### src/rtl/classificador_digito.sv
// Nearest-template classifier: sums each 11x11 difference array selected by digito_sel
// and reports the argmin digit. Optional rejection threshold: `CLASSIFICADOR_LIMIAR_EN.
module classificador_digito #(
  parameter int NUM_DIGITOS = 10,
  parameter int DIM         = 11,
  parameter int PIXEL_W     = 8,
  parameter int LIMIAR      = 12000
) (
  input  logic                                 clk,
  input  logic                                 rst_n,
  input  logic                                 start,
  input  logic [DIM-1:0][DIM-1:0][PIXEL_W-1:0] diff_pixel,
  output logic [3:0]                           digito_sel,
  output logic                                 busy,
  output logic                                 done,
  output logic [3:0]                           digito,
  output logic [14:0]                          distancia
);

  localparam int DIST_W = 15;
  localparam int POS_W  = 4;
  localparam int IDX_W  = 4;

  localparam logic [POS_W-1:0]  POS_ULTIMA   = POS_W'(DIM - 1);
  localparam logic [IDX_W-1:0]  IDX_ULTIMO   = IDX_W'(NUM_DIGITOS - 1);
  localparam logic [DIST_W-1:0] DIST_MAXIMA  = '1;

  typedef enum logic [1:0] {
    IDLE,
    ACUM,
    COMPARA,
    FIM
  } estado_t;

  estado_t             estado_q;
  logic [DIST_W-1:0]   acc_q;
  logic [DIST_W-1:0]   melhor_q;
  logic [IDX_W-1:0]    melhor_idx_q;
  logic [POS_W-1:0]    lin_q;
  logic [POS_W-1:0]    col_q;
  logic [IDX_W-1:0]    sel_q;
  logic                busy_q;
  logic                done_q;
  logic [IDX_W-1:0]    digito_q;
  logic [DIST_W-1:0]   distancia_q;

  logic [PIXEL_W-1:0]  pixel_atual;
  logic [DIST_W-1:0]   acc_d;
  logic                novo_melhor;
  logic [DIST_W-1:0]   melhor_d;
  logic [IDX_W-1:0]    melhor_idx_d;
  logic [IDX_W-1:0]    digito_d;

  assign pixel_atual  = diff_pixel[lin_q][col_q];
  assign acc_d        = acc_q + {{(DIST_W-PIXEL_W){1'b0}}, pixel_atual};

  // Strict less-than keeps the lower index on ties, since digits are scanned upward.
  assign novo_melhor  = (acc_q < melhor_q);
  assign melhor_d     = novo_melhor ? acc_q : melhor_q;
  assign melhor_idx_d = novo_melhor ? sel_q : melhor_idx_q;

`ifdef CLASSIFICADOR_LIMIAR_EN
  assign digito_d = (melhor_d > DIST_W'(LIMIAR)) ? 4'hF : melhor_idx_d;
`else
  assign digito_d = melhor_idx_d;
`endif

  // The result registers are loaded on the edge that enters FIM, so digito and
  // distancia are already valid during the done cycle.
  always_ff @(posedge clk or negedge rst_n) begin
    if (!rst_n) begin
      estado_q     <= IDLE;
      acc_q        <= '0;
      melhor_q     <= DIST_MAXIMA;
      melhor_idx_q <= '0;
      lin_q        <= '0;
      col_q        <= '0;
      sel_q        <= '0;
      busy_q       <= 1'b0;
      done_q       <= 1'b0;
      digito_q     <= '0;
      distancia_q  <= '0;
    end else begin
      // NOTE: non-blocking assignments here so every register samples the pre-edge
      // values; blocking ones would let later statements see already-updated state.
      done_q <= 1'b0;
      unique case (estado_q)
        IDLE: begin
          if (start) begin
            acc_q        <= '0;
            lin_q        <= '0;
            col_q        <= '0;
            sel_q        <= '0;
            melhor_q     <= DIST_MAXIMA;
            melhor_idx_q <= '0;
            busy_q       <= 1'b1;
            estado_q     <= ACUM;
          end
        end

        ACUM: begin
          acc_q <= acc_d;
          if (col_q == POS_ULTIMA) begin
            col_q <= '0;
            if (lin_q == POS_ULTIMA) begin
              lin_q    <= '0;
              estado_q <= COMPARA;
            end else begin
              lin_q <= lin_q + 4'd1;
            end
          end else begin
            col_q <= col_q + 4'd1;
          end
        end

        COMPARA: begin
          melhor_q     <= melhor_d;
          melhor_idx_q <= melhor_idx_d;
          if (sel_q == IDX_ULTIMO) begin
            digito_q    <= digito_d;
            distancia_q <= melhor_d;
            done_q      <= 1'b1;
            estado_q    <= FIM;
          end else begin
            sel_q    <= sel_q + 4'd1;
            acc_q    <= '0;
            lin_q    <= '0;
            col_q    <= '0;
            estado_q <= ACUM;
          end
        end

        FIM: begin
          sel_q    <= '0;
          busy_q   <= 1'b0;
          estado_q <= IDLE;
        end

        default: estado_q <= IDLE;
      endcase
    end
  end

  assign digito_sel = sel_q;
  assign busy       = busy_q;
  assign done       = done_q;
  assign digito     = digito_q;
  assign distancia  = distancia_q;

endmodule

### config.mk
export PLATFORM = sky130hd
export DESIGN_NAME = classificador_digito
export DESIGN_NICKNAME = d
export VERILOG_FILES = /design/src/rtl/classificador_digito.sv
export SDC_FILE = /design/constraint.sdc
export NUM_CORES = 1
export LEC_CHECK = 0
export BUFFER_PORTS_ARGS = -buffer_cell sky130_fd_sc_hd__buf_2
export CAP_MARGIN = 5
export CORE_AREA = 2 2 382 384
export CTS_CLUSTER_SIZE = 24
export DETAILED_ROUTE_END_ITERATION = 6
export DIE_AREA = 0 0 384 386
export GPL_ROUTABILITY_DRIVEN = 1
export MAX_ROUTING_LAYER = met4
export SLEW_MARGIN = 30
export SYNTH_ARGS = -nofsm -noshare
export SYNTH_HDL_FRONTEND = slang
export SYNTH_SLANG_ARGS = --single-unit
### constraint.sdc
create_clock -name clk -period 4.91 [get_ports clk]
set_input_delay 0.491 -clock clk [delete_from_list [all_inputs] [get_ports clk]]
set_output_delay 0.491 -clock clk [all_outputs]
set_load 0.01 [all_outputs]
* Yosys cells after proc, flatten, opt, wreduce, memory -nomap -nowiden
Cells that the tools add are included.
Word-level totals: bits in registers 69, output and inout bits 25
Cells by class: add/sub/neg operators 4, order comparisons 3, equality and inequality tests 10, muxes and demuxes 30, reductions and logical operators 12
Operators with widths (count):
- $bmux W88 S4 | 1
- $mux W88 | 1
- $mux W15 | 4
- $pmux W15 S3 | 1
- $pmux W4 S3 | 3
- $bmux W8 S4 | 1
- $pmux W15 S2 | 1
- $mux W4 | 7
- $add A15 B8 Y15 | 1
- $lt A15 B15 Y1 | 1
- $add A4 B1 Y4 const B | 3
- $eq A4 B4 Y1 const B | 3
- $lt A4 B5 Y1 const B | 2
- $reduce_and A3 Y1 | 3
- $mux W2 | 4
- $mux W8 | 1
- $ne A2 B2 Y1 const B | 4
- $pmux W2 S4 | 1
- $pmux W4 S2 | 1
- $reduce_and A2 Y1 | 3
- $reduce_bool A3 Y1 | 2
- $eq A2 B2 Y1 const B | 2
- $reduce_and A4 Y1 | 1
- $reduce_bool A2 Y1 | 2
- 4 further kinds | 6

* Longest topological paths before layout
depth in word-level cells 6, depth in mapped cells 21, mapped depth without buffers 17

* Least setup slack after synthesis
OpenSTA, ideal clock, no wires.
path kind register to register, from register lin_q[0], to register acc_q[14], library setup time 0.124 ns, arrival time 3.560 ns, data required time 4.786 ns, path slack 1.226 ns, cell stages (with the launch flop) 19, cell sequence dfrtp_1 buf_6 buf_12 buf_8 buf_8 mux4_2 nor3_1 o211ai_1 o31ai_1 ha_1 inv_1 fa_1 nor2b_1 o21ai_1 a21boi_1 o21ai_0 a21oi_1 a21oi_1 a211o_1
On the way: word-level cells in the longest chain between the ends 6
Ends and longest elaborated chain:
- start: declaration | RTL line 39 | logic [POS_W-1:0] lin_q;
- start signal: assignment | RTL line 109 | lin_q <= lin_q + 4'd1;
- $bmux W88 S4 | RTL line 54 | assign pixel_atual = diff_pixel[lin_q][col_q];
- $mux W88 (not written as such) | RTL line 54
- $bmux W8 S4 | RTL line 54
- $mux W8 (not written as such) | RTL line 54
- $add A15 B8 Y15 | RTL line 55 | assign acc_d = acc_q + {{(DIST_W-PIXEL_W){1'b0}}, pixel_atual};
- $pmux W15 S3 | RTL line 87 | unique case (estado_q)
- end signal: assignment | RTL line 73 | acc_q <= '0;
- end signal: assignment | RTL line 90 | acc_q <= '0;
- end signal: assignment | RTL line 102 | acc_q <= acc_d;
- end: declaration | RTL line 36 | logic [DIST_W-1:0] acc_q;
Every way passes these cells. The select of a mux whose other input is x is not followed. A chain may end at the register's enable or synchronous reset.

* Worst setup path in the final report
from register lin_q[1], to register acc_q[14]
Same word-level chain as after synthesis.

==> flow_metrics.env <==
export IMPL_run_status="finished, final reports clean"
export IMPL_post_cts_setup_buffers=0
export IMPL_numCtsBuffers=9
export IMPL_h_tree_depth=3
export IMPL_gpl_final_weighted_congestion=0.971
export IMPL_design_die_area_sq_um=148000
export IMPL_synth_yosys_seq_area_share_pct=13.5
export IMPL_final_max_slew_viol_count=0
export IMPL_max_clk_rate_mhz=210
export IMPL_globalRoute_totalOverflow=0
export IMPL_power_ir_vdd_worst_mv=0.180
export IMPL_finalCritPeriodShare_pct=96.8
export IMPL_multi_input_comb_area_sq_um=10100
export IMPL_tns_ns=0
export IMPL_finalSetupViolations=0
export IMPL_grt_pass1_vias=17722
export IMPL_required_time_of_the_critical_path_ns=5.14
export IMPL_clockBufferDepth=2
export IMPL_crit_fanout=20
export IMPL_rr_startpoint="lin_q[1]$_DFFE_PN0P_"
export IMPL_skew_ns=0.00687
export IMPL_post_synth_edffs=0
export IMPL_netlist_area_sq_um=12900
export IMPL_seq_area_sq_um=1760
export IMPL_die_w_microns=384
export IMPL_p_per_area_nw_per_um2=413
export IMPL_route_final_wire_length_microns=159000
export IMPL_worst_r2r_endpoint="acc_q[14]$_DFFE_PN0P_"
export IMPL_syn_num_nets=2558
export IMPL_syn_inst=1554
export IMPL_syn2layout_area_growth_pct=61.3
export IMPL_setup_crit_end_kind="register"
export IMPL_ys_async_sr_fraction_pct=100
export IMPL_clk_pin_slew_worst_paths_ns=0.06
export IMPL_route_antenna_remaining_nets=0
export IMPL_tritoncts="yes"
export IMPL_yosysWarnings=0
export IMPL_avgViaCountPerCell=4.09
export IMPL_dr_total_vias=18523
export IMPL_worstPathArrival_ns=4.99
export IMPL_die_height_microns=386
export IMPL_tritoncts_num_sinks=69
export IMPL_detailed_place_hpwl_microns=144000
export IMPL_timing_critical_path_from_type="register"
export IMPL_top_level_ports=996
export IMPL_maximum_number_of_pins_on_one_net_before_global_route_repair=60
export IMPL_leakage_nw=8.66
export IMPL_synth_seq_cells=69
export IMPL_rsz_0062_raised_after_global_routing="false"
export IMPL_route_detailed_wl_per_inst_microns=35.2
export IMPL_design_power_total_w=0.00858
export IMPL_route_detailed_drc=0
export IMPL_yosys_most_used_dff="sky130_fd_sc_hd__dfrtp_1"
export IMPL_core_sq_um=145000
export IMPL_clock_insertion_delay_worst_skew_ns=0.35
export IMPL_max_cap_violations=0
export IMPL_layout_min_cycle_time_ns=4.75
export IMPL_criticalPathCategory="reg -> reg"
export IMPL_timing_reg2reg_worst_path_depth=18
export IMPL_grt_first_pass_wirelength_microns=194000
export IMPL_layout_cells_most_common="sky130_fd_sc_hd__buf_2"
export IMPL_r2r_slack_ns=0.16
export IMPL_timing_final_hold_violations=0
export IMPL_min_path_type="in -> async"
export IMPL_fillCellCount=16736
export IMPL_grt_antenna_before_repair=224
export IMPL_syn_mean_instance_area_sq_um=8.29
export IMPL_place_port_buffers=995
export IMPL_dr_first_iter_drc_count=1628
export IMPL_maxSlewHeadroom_pct=32.8
export IMPL_row_count=140
export IMPL_mostFrequentLayoutCells="sky130_fd_sc_hd__buf_2, sky130_fd_sc_hd__mux2i_1, sky130_fd_sc_hd__nand2_1, sky130_fd_sc_hd__a21oi_1, sky130_fd_sc_hd__mux4_2"
export IMPL_initial_utilization_pct=8.92
export IMPL_groute_usage_overall_pct=21.0
export IMPL_cts_root_buf="sky130_fd_sc_hd__clkbuf_16"
export IMPL_cts_resized_gates=0
export IMPL_ctsHoldBuffers=0
export IMPL_layout_drive_gt1_share_pct=49.9
export IMPL_finish_utilization_pct=14.4
export IMPL_number_of_distinct_standard_cells_referenced_by_the_synthesized_netlist=61
export IMPL_first_pass_iters=7
export IMPL_transition_time_at_the_pin_with_the_least_slew_margin_ns=0.997
export IMPL_design_final_nets=3501
==> synthesized netlist by cell type (8+ instances only) <==
library cell / count / area, sq um
sky130_fd_sc_hd__nand4_1: 11 / 68.8
sky130_fd_sc_hd__nand3_1: 75 / 375
sky130_fd_sc_hd__buf_6: 28 / 315
sky130_fd_sc_hd__nand2_1: 199 / 747
sky130_fd_sc_hd__dfstp_2: 15 / 394
sky130_fd_sc_hd__a31oi_1: 11 / 68.8
sky130_fd_sc_hd__o211ai_1: 31 / 233
sky130_fd_sc_hd__o21ai_1: 45 / 225
sky130_fd_sc_hd__clkbuf_1: 66 / 248
sky130_fd_sc_hd__o22ai_1: 14 / 87.6
sky130_fd_sc_hd__inv_1: 26 / 97.6
sky130_fd_sc_hd__mux2i_1: 259 / 2590
sky130_fd_sc_hd__buf_4: 19 / 143
sky130_fd_sc_hd__o311ai_1: 8 / 70.1
sky130_fd_sc_hd__o31ai_1: 17 / 128
sky130_fd_sc_hd__mux4_2: 94 / 2120
sky130_fd_sc_hd__nor2_1: 64 / 240
sky130_fd_sc_hd__dfrtp_1: 54 / 1350
sky130_fd_sc_hd__a22oi_1: 56 / 420
sky130_fd_sc_hd__a211o_1: 9 / 78.8
sky130_fd_sc_hd__ha_1: 32 / 400
sky130_fd_sc_hd__buf_2: 29 / 145
sky130_fd_sc_hd__nor3_1: 15 / 75.1
sky130_fd_sc_hd__a21oi_1: 190 / 951
sky130_fd_sc_hd__nor2b_1: 18 / 113
sky130_fd_sc_hd__a221oi_1: 9 / 78.8
sky130_fd_sc_hd__o21ai_0: 77 / 385
==> layout make-up <==
class	count	area share (%)
Multi-Input combinational cell	1298	48.4
Antenna cell	111	1.34
Timing Repair Buffer	1090	28.3
Clock buffer	9	1.08
Clock inverter	7	0.367
Inverter	29	0.524
Sequential cell	69	8.48
Tap cell	1917	11.5
==> layer usage <==
layer  up-vias  GRT usage (%)  wire length (microns)
met2      1243           36.5                  79500
met4         0           5.62                   6300
met3       283           4.98                  11700
li1       7961              -                      -
met1      9036           24.0                  61900
met5         -              -                      0
==> state kept, by name, summed over array words and instances (netlist names) <==
name          cells
col_q             4
busy              1
lin_q             4
acc_q            15
digito_sel        4
melhor_q         15
digito            4
done              1
distancia        15
melhor_idx_q      4
estado_q          2
==> where the power goes <==
part / leakage [nW] / switching, W / internal (W)
registers: 0.886 / 0.000205 / 0.000751
clock network: 0.142 / 0.000279 / 0.000395
logic: 7.63 / 0.00436 / 0.00260
total: 8.66 / 0.00484 / 0.00374
==> logic make-up after synthesis <==
group | count (synthesis) | synth area share (%)
AO/OA/AOI/OAI | 494 | 23.1
XOR/XNOR | 4 | 0.272
adder cells (fa/ha/maj) | 33 | 3.26
buffers and inverters | 187 | 8.95
flip-flops | 69 | 13.5
multiplexers | 354 | 36.6
AND/OR/NAND/NOR | 413 | 14.3
==> worst max-delay path by stage <==
| stage | from | to | cells past startpoint |
|---|---|---|---|
| 3_5_place_dp | lin_q[0]$_DFFE_PN0P_ | acc_q[14]$_DFFE_PN0P_ | 16 |
| 6_report | lin_q[1]$_DFFE_PN0P_ | acc_q[14]$_DFFE_PN0P_ | 18 |
| 5_1_grt | lin_q[0]$_DFFE_PN0P_ | acc_q[14]$_DFFE_PN0P_ | 16 |
| 4_1_cts | lin_q[0]$_DFFE_PN0P_ | acc_q[14]$_DFFE_PN0P_ | 16 |
| 2_1_floorplan | lin_q[0]$_DFFE_PN0P_ | acc_q[14]$_DFFE_PN0P_ | 18 |
| 3_3_place_gp | lin_q[2]$_DFFE_PN0P_ | acc_q[14]$_DFFE_PN0P_ | 14 |
==> stage by stage <==
stage,area [sq um],hold slack (ns),std cells,setup WS (ns)
2_1_floorplan,12900,0.195,1554,1.23
3_3_place_gp,20200,0.490,4400,-0.163
3_5_place_dp,20200,0.489,4403,0.0776
4_1_cts,20500,0.323,4419,0.0606
5_1_grt,20700,0.161,4511,0.00281
6_report,20800,0.116,4530,0.156
==> critical path, cell delays in order (launching register included) <==
cell,delay [ns]
sky130_fd_sc_hd__dfrtp_4,0.48
sky130_fd_sc_hd__and2b_4,0.39
sky130_fd_sc_hd__buf_12,0.20
sky130_fd_sc_hd__a21oi_1,0.09
sky130_fd_sc_hd__a211o_1,0.30
sky130_fd_sc_hd__a31oi_1,0.69
sky130_fd_sc_hd__o211ai_1,0.30
sky130_fd_sc_hd__o31ai_1,0.13
sky130_fd_sc_hd__ha_1,0.21
sky130_fd_sc_hd__inv_1,0.07
sky130_fd_sc_hd__fa_1,0.41
sky130_fd_sc_hd__nor2b_1,0.21
sky130_fd_sc_hd__o21ai_1,0.12
sky130_fd_sc_hd__a21boi_1,0.22
sky130_fd_sc_hd__o21ai_0,0.15
sky130_fd_sc_hd__a21oi_1,0.15
sky130_fd_sc_hd__buf_4,0.16
sky130_fd_sc_hd__a21oi_1,0.06
sky130_fd_sc_hd__a211o_1,0.22
No activity file was read; power rests on OpenSTA's default activity.
